===== config.mk =====
export PLATFORM = sky130hd
export DESIGN_NAME = rr_index_encoder
export DESIGN_NICKNAME = d
export VERILOG_FILES = /design/src/rtl/rr_index_encoder.sv
export SDC_FILE = /design/constraint.sdc
export NUM_CORES = 1
export LEC_CHECK = 0
export CAP_MARGIN = 10
export CELL_PAD_IN_SITES_DETAIL_PLACEMENT = 1
export CELL_PAD_IN_SITES_GLOBAL_PLACEMENT = 2
export CORE_UTILIZATION = 35
export CTS_CLUSTER_DIAMETER = 50
export DETAILED_ROUTE_END_ITERATION = 6
export PLACE_DENSITY = 0.89
export SLEW_MARGIN = 20
export SYNTH_ARGS = -nofsm -noshare
export SYNTH_HDL_FRONTEND = slang
export SYNTH_SLANG_ARGS = --single-unit
export TNS_END_PERCENT = 20

===== constraint.sdc =====
create_clock -name clk -period 10.1 [get_ports clk]
set_input_delay 2.02 -clock clk [delete_from_list [all_inputs] [get_ports clk]]
set_output_delay 2.02 -clock clk [all_outputs]
set_load 0.05 [all_outputs]

===== src/rtl/rr_index_encoder.sv =====
// Round-robin arbiter that encodes one of 16 request lines into a registered index plus valid.
// Optional grant timeout is compiled in with the RR_GRANT_TIMEOUT_EN macro.
module rr_index_encoder #(
  parameter int TIMEOUT = 15
) (
  input  logic        clk,
  input  logic        rst,
  input  logic [15:0] req,
  input  logic        ack,
  output logic [3:0]  binary_out,
  output logic        enable_out,
  output logic        timeout
);

  typedef enum logic {
    IDLE  = 1'b0,
    GRANT = 1'b1
  } state_t;

  state_t     state_q, state_d;
  logic [3:0] ptr_q, ptr_d;
  logic [3:0] idx_q, idx_d;
  logic [3:0] sel_idx;
  logic       sel_valid;

`ifdef RR_GRANT_TIMEOUT_EN
  // cnt_q holds the number of completed GRANT cycles that passed without ack.
  logic [7:0] cnt_q, cnt_d;
  logic       tmo_q, tmo_d;
`else
  logic unused_timeout;
  assign unused_timeout = ^TIMEOUT;
`endif

  // Rotating priority search: first set request at or after ptr_q, wrapping mod 16.
  always_comb begin
    // NOTE: every variable written here gets a default first, otherwise a latch is inferred.
    sel_idx   = '0;
    sel_valid = 1'b0;
    for (int i = 0; i < 16; i++) begin
      if (!sel_valid && req[4'(ptr_q + 4'(i))]) begin
        sel_valid = 1'b1;
        sel_idx   = 4'(ptr_q + 4'(i));
      end
    end
  end

  always_comb begin
    state_d = state_q;
    ptr_d   = ptr_q;
    idx_d   = idx_q;
`ifdef RR_GRANT_TIMEOUT_EN
    cnt_d   = cnt_q;
    tmo_d   = 1'b0;
`endif
    unique case (state_q)
      IDLE: begin
        if (sel_valid) begin
          state_d = GRANT;
          idx_d   = sel_idx;
`ifdef RR_GRANT_TIMEOUT_EN
          cnt_d   = '0;
`endif
        end
      end
      GRANT: begin
        if (ack) begin
          state_d = IDLE;
          ptr_d   = 4'(idx_q + 4'd1);
        end else if (!req[idx_q]) begin
          // Requester went away: nothing was served, so the pointer stays put.
          state_d = IDLE;
`ifdef RR_GRANT_TIMEOUT_EN
        end else if (cnt_q == 8'(TIMEOUT - 1)) begin
          state_d = IDLE;
          ptr_d   = 4'(idx_q + 4'd1);
          tmo_d   = 1'b1;
        end else begin
          cnt_d   = 8'(cnt_q + 8'd1);
`endif
        end
      end
    endcase
  end

  always_ff @(posedge clk or posedge rst) begin
    if (rst) begin
      state_q <= IDLE;
      ptr_q   <= '0;
      idx_q   <= '0;
`ifdef RR_GRANT_TIMEOUT_EN
      cnt_q   <= '0;
      tmo_q   <= 1'b0;
`endif
    end else begin
      // NOTE: non-blocking assignments so every register samples pre-edge values.
      state_q <= state_d;
      ptr_q   <= ptr_d;
      idx_q   <= idx_d;
`ifdef RR_GRANT_TIMEOUT_EN
      cnt_q   <= cnt_d;
      tmo_q   <= tmo_d;
`endif
    end
  end

  always_comb begin
    enable_out = (state_q == GRANT);
    binary_out = idx_q;
`ifdef RR_GRANT_TIMEOUT_EN
    timeout    = tmo_q;
`else
    timeout    = 1'b0;
`endif
  end

endmodule


==> metrics.txt, run 1 <==
Layout Skew=0.000224 ns; worst slew pin tran=0.841 ns; # IOs=25; largest net degree at the start of global routing=28; period utilisation layout=0.549; Syn. warnings=0; Clock Tree Buf Depth=2; DRT antenna net count=0; H-Tree Depth=1; number of port buffers=23; type of the worst setup path=in -> reg; R2R setup slack=4.71 ns; Final Wtd Congestion=0.913; Antenna Cells=0; final setup fails=0; vias in the first global route=2749; max-cap viol count=0; CTS root buffer=clkbuf_8; CP required=10.20 ns; clock sink count=9; length of the first detailed-routing pass in iterations=4; fmax=180 MHz; Syn Inst Count=287; CTS Hold Bufs=0; syn nets=314; Fillers=860; crit path cell chain=clkdlybuf4s50_1 > mux4_2 > mux2i_1 > mux2i_1 > or4_4 > nor4_4 > a31o_1 > a221oi_1 > a21oi_2 > a41oi_2; gr ovfl total=0; crit path time final=5.55 ns; clock buffer count from CTS=3; Setup TNS Final=0 ns; row count=31; worst hold path type=reg -> reg; CTS resizes=0; DR vias/cell=6.49; All-Layer GR Usage=0.228; crit path max fanout=9; post-synthesis register bit count=9; Initial Util=0.370; Nets=329; total setup buffers inserted after CTS=0; Synth cell types=70; normalized max-slew margin=0.424; detailed router's first-iteration violation count=206; Seq/Total Area, Yosys=0.0822; crit-path leading delay family=multiplexers; TritonCTS clock tree=yes; max-slew violations=0; crit path max-delay cell type=or4_4; Critical Path End Type=register; first-pass GRT wire length=14.8 mm; # DRC=0; Reg clk slew, reported paths=0.05 ns; Post-Syn Area=2740 sq um; Hold Fails Final Rpt=0; DR vias=2596; top_reg_cell synth=dfrtp_1; RSZ-0062 raised after global routing=no; Layout area overhead=11.1%; Worst path most repeated cell=mux2i_1; run status=finished clean; initial antenna violation count=0; share of flip-flops with an asynchronous set or reset=1.00; Post-synth EDFFs=0; Critical Path Max Stage Delay=0.68 ns; WL final=9.10 mm; crit path buf inv count=1; Syn Area/Cell=9.55 sq um; layout cells sized above 1=0.159; Die Ht=90.5 um; placed wire-length estimate=7.14 mm; critical path startpoint category=input pin; die area=8190 sq um; die span in x=90.5 um; Routed wire per std cell=22.7 um; worst skew pair latency=0.24 ns; Arrival @ worst endpoint=5.65 ns; CORE AREA=7410 sq um
cell type report:
class,count,area (sq um),area share
multi-input cells,248,2350,0.770
well taps,99,124,0.0407
clock buffers,4,45.0,0.0148
flip-flops and latches,9,225,0.0739
repair buffers,26,253,0.0830
inverters,14,52.6,0.0172
cells in the mapped netlist, types with 2 or more instances:
library cell  count  area, sq um
nor4_4            2         42.5
buf_6             4         45.0
ha_1              8          100
o22ai_1           6         37.5
mux2_2           10          113
and3_1            2         12.5
and2_1            2         12.5
or4_4             2         22.5
o32ai_1           2         17.5
inv_2             2         7.51
inv_1            11         41.3
nor2b_1           4         25.0
nand3b_1          2         15.0
a31oi_1           3         18.8
mux4_1           14          368
nor2_1           13         48.8
buf_2             5         25.0
mux2i_1          27          270
nor3_1           12         60.1
xnor2_1           9         78.8
a211oi_1          2         15.0
a21boi_0          2         15.0
clkbuf_1          4         15.0
nand4b_1          2         17.5
xor2_1            4         35.0
nand2b_1          5         31.3
mux4_2           16          360
o31ai_1           2         15.0
o211ai_1          4         30.0
dfrtp_1           9          225
nand4_1           4         25.0
o21ai_0          12         60.1
a22oi_1           5         37.5
or3_1             2         12.5
nand3_1           7         35.0
a21oi_1          16         80.1
nor4_1            4         25.0
nand2_1          15         56.3
sequential cells by signal, summed over array words and instances (netlist names):
register    flops
binary_out      4
ptr_q           4
enable_out      1
path summary, 6_finish.rpt:
kind,from,to,cells after the start
max,req[14],binary_out[1],10
min,enable_out,binary_out[3],1
max reg2reg,ptr_q[1],binary_out[1],12
min reg2reg,enable_out,binary_out[3],1
max in group asynchronous,rst,binary_out[1],2
min in group asynchronous,rst,ptr_q[0],2
through the flow:
step	utilization	instance area, sq um	cells	setup slack, ns	hold slack, ns
2_1_floorplan	-	2740	287	5.31	0.691
3_3_place_gp	0.405	3000	396	4.39	0.601
3_5_place_dp	0.405	3000	396	4.33	0.617
4_1_cts	0.411	3050	400	4.59	0.630
5_1_grt	0.411	3050	400	4.37	0.678
6_report	0.411	3050	400	4.55	0.631
metal layers:
| layer | global-route usage | vias to the layer above | routed length [um] | part of all wire |
|---|---|---|---|---|
| li1 | - | 1188 | - | - |
| met1 | 0.306 | 1304 | 4220 | 0.46 |
| met2 | 0.375 | 83 | 4260 | 0.47 |
| met3 | 0.0286 | 21 | 333 | 0.037 |
| met4 | 0.0833 | 0 | 288 | 0.032 |
| met5 | 0 | - | 0 | 0 |
kinds of logic after synthesis:
logic type	after synthesis	share of synthesized area
xor+xnor	13	0.0415
compound gates	72	0.181
flops	9	0.0822
mux	68	0.411
buf+inv	30	0.0616
simple gates	86	0.185
fa+ha+maj	8	0.0365
other cells	1	0.00137
cell usage in the layout, fill, tap and decap left out, types with 4 or more instances in the layout:
cell             instances
mux2i_1                 27
clkdlybuf4s50_1         23
mux4_2                  16
a21oi_1                 16
nand2_1                 15
mux4_1                  14
nor2_1                  13
o21ai_0                 12
nor3_1                  12
inv_1                   11
mux2_2                  10
xnor2_1                  9
dfrtp_1                  9
ha_1                     8
nand3_1                  7
o22ai_1                  6
nand2b_1                 5
a22oi_1                  5
xor2_1                   4
nand4_1                  4
o211ai_1                 4
nor4_1                   4
nor2b_1                  4
Power of run 1 is left out: the tool's default activity adds up to more than one toggle a clock period on the data nets, which glitch-free logic cannot reach.
==> run 2: changes to the inputs <==
- CORE_UTILIZATION: 35 -> 34
- PLACE_DENSITY: 0.89 -> 0.9
- clock period: 10.1 -> 4.9 ns (I/O delays scaled with it)
==> run 2 against run 1 <==
Effect of this change:
- register-to-register slack worse by 4.2 ns
- routed wire length down 2.3%
- via count grew 0.23%
- count of clock-buffer cells in the layout unchanged
- flip-flop and latch count is the same
- clock skew grew 0.0015 ns
- hold slack got worse by 0.032 ns
- die area increased by 2.9%
- critical endpoint is now binary_out[2]
- highest routed layer unchanged
==> metrics.txt, run 2 (same netlist as run 1, synthesis figures left out) <==
CORE AREA=7770 sq um; Hold Fails Final Rpt=0; normalized max-slew margin=0.447; CP required=5.05 ns; type of the worst setup path=in -> reg; Nets=340; RSZ-0062 raised after global routing=no; most frequent cells in the layout=mux2i_1 (27), clkdlybuf4s50_1 (23), mux4_2 (16), a21oi_1 (16), nand2_1 (15); reg2reg path depth=11; PnR worst setup slack=0.437 ns; fmax=224 MHz; DR vias/cell=6.29; number of port buffers=23; clock sink count=9; H-Tree Depth=1; CTS resizes=0; M3 GR Usage=0.0265; Setup TNS Final=0 ns; gr ovfl total=0; Clock Tree Buf Depth=2; # DRC=0; Initial Util=0.353; layout cells sized above 1=0.189; Antenna Cells=0; GR Util met1=0.305; Fillers=915; Layout Skew=0.00170 ns; # IOs=25; met2 GRT Util=0.374; max-slew violations=0; busiest layer in global routing=met2; Layout area overhead=14.3%; crit path max-delay cell type=mux4_1; final core occ=0.403; commonest non-fill, non-tap cell in the layout=mux2i_1; vias in the first global route=2625; die span in x=91.8 um; period utilisation layout=0.911; Critical Path Max Stage Delay=0.67 ns; crit path cell chain=clkdlybuf4s50_1 > mux4_1 > mux2_2 > mux2_4 > or3b_1 > nor4_4 > a31o_1 > buf_4 > nor3_1 > a22oi_2; largest net degree at the start of global routing=22; worst slew pin tran=0.823 ns; length of the first detailed-routing pass in iterations=4; Die Ht=91.8 um; final setup fails=0; Reg clk slew, reported paths=0.04 ns; Arrival @ worst endpoint=4.61 ns; hold depth=1; critical path startpoint category=input pin; max-cap viol count=0; CTS root buffer=clkbuf_8; placed wire-length estimate=7.17 mm; Hold Slack=0.600 ns; WL final=8.89 mm; die area=8430 sq um; DRT antenna net count=0; run status=finished clean; All-Layer GR Usage=0.223; Final Wtd Congestion=0.921; DR vias=2602; detailed router's first-iteration violation count=115; Critical Path End Type=register; pre-CTS WS=0.224 ns; first-pass GRT wire length=14.6 mm; crit path max fanout=9; Routed wire per std cell=21.5 um; worst skew pair latency=0.23 ns; worst hold path type=reg -> reg; initial antenna violation count=0; clock buffer count from CTS=3; CTS Hold Bufs=0; total setup buffers inserted after CTS=0; row count=32; crit path time final=4.46 ns; TritonCTS clock tree=yes
run 2: changes by cell type in the layout (fill, tap and decap cells not counted):
| cell | delta |
|---|---|
| buf_4 | +11 |
run 2: final timing paths:
check                      startpoint       endpoint  slack [ns]
max                            req[7]  binary_out[2]        0.44
min                        enable_out  binary_out[3]        0.60
max reg2reg                  ptr_q[1]  binary_out[2]        0.48
min reg2reg                enable_out  binary_out[3]        0.60
max in group asynchronous         rst  binary_out[1]        3.63
min in group asynchronous         rst       ptr_q[2]        1.02
run 2: through the flow:
step | cells | area, sq um
2_1_floorplan | 287 | 2740
3_3_place_gp | 410 | 3090
3_5_place_dp | 410 | 3090
4_1_cts | 414 | 3130
5_1_grt | 414 | 3130
6_report | 414 | 3130
run 2: final cells by class:
cell class / count / area (sq um) / share of cell area
multi-input cells: 248 / 2350 / 0.749
repair buffers: 37 / 335 / 0.107
flip-flops and latches: 9 / 225 / 0.0719
well taps: 102 / 128 / 0.0407
inverters: 14 / 52.6 / 0.0168
clock buffers: 4 / 45.0 / 0.0144
run 2: worst max-delay path, delay by kind of cell:
kind            cells  cell delay, ns
compound gates      2            0.45
buf+inv             2            0.67
mux                 3            1.31
simple gates        3            1.21
run 2: layer usage:
metal	share of wire	up-vias	wire length [um]
li1	-	1214	-
met1	0.43	1312	3870
met2	0.50	66	4420
met3	0.052	10	460
met4	0.016	0	144
met5	0	-	0
Power of run 2 is left out for the same reason.
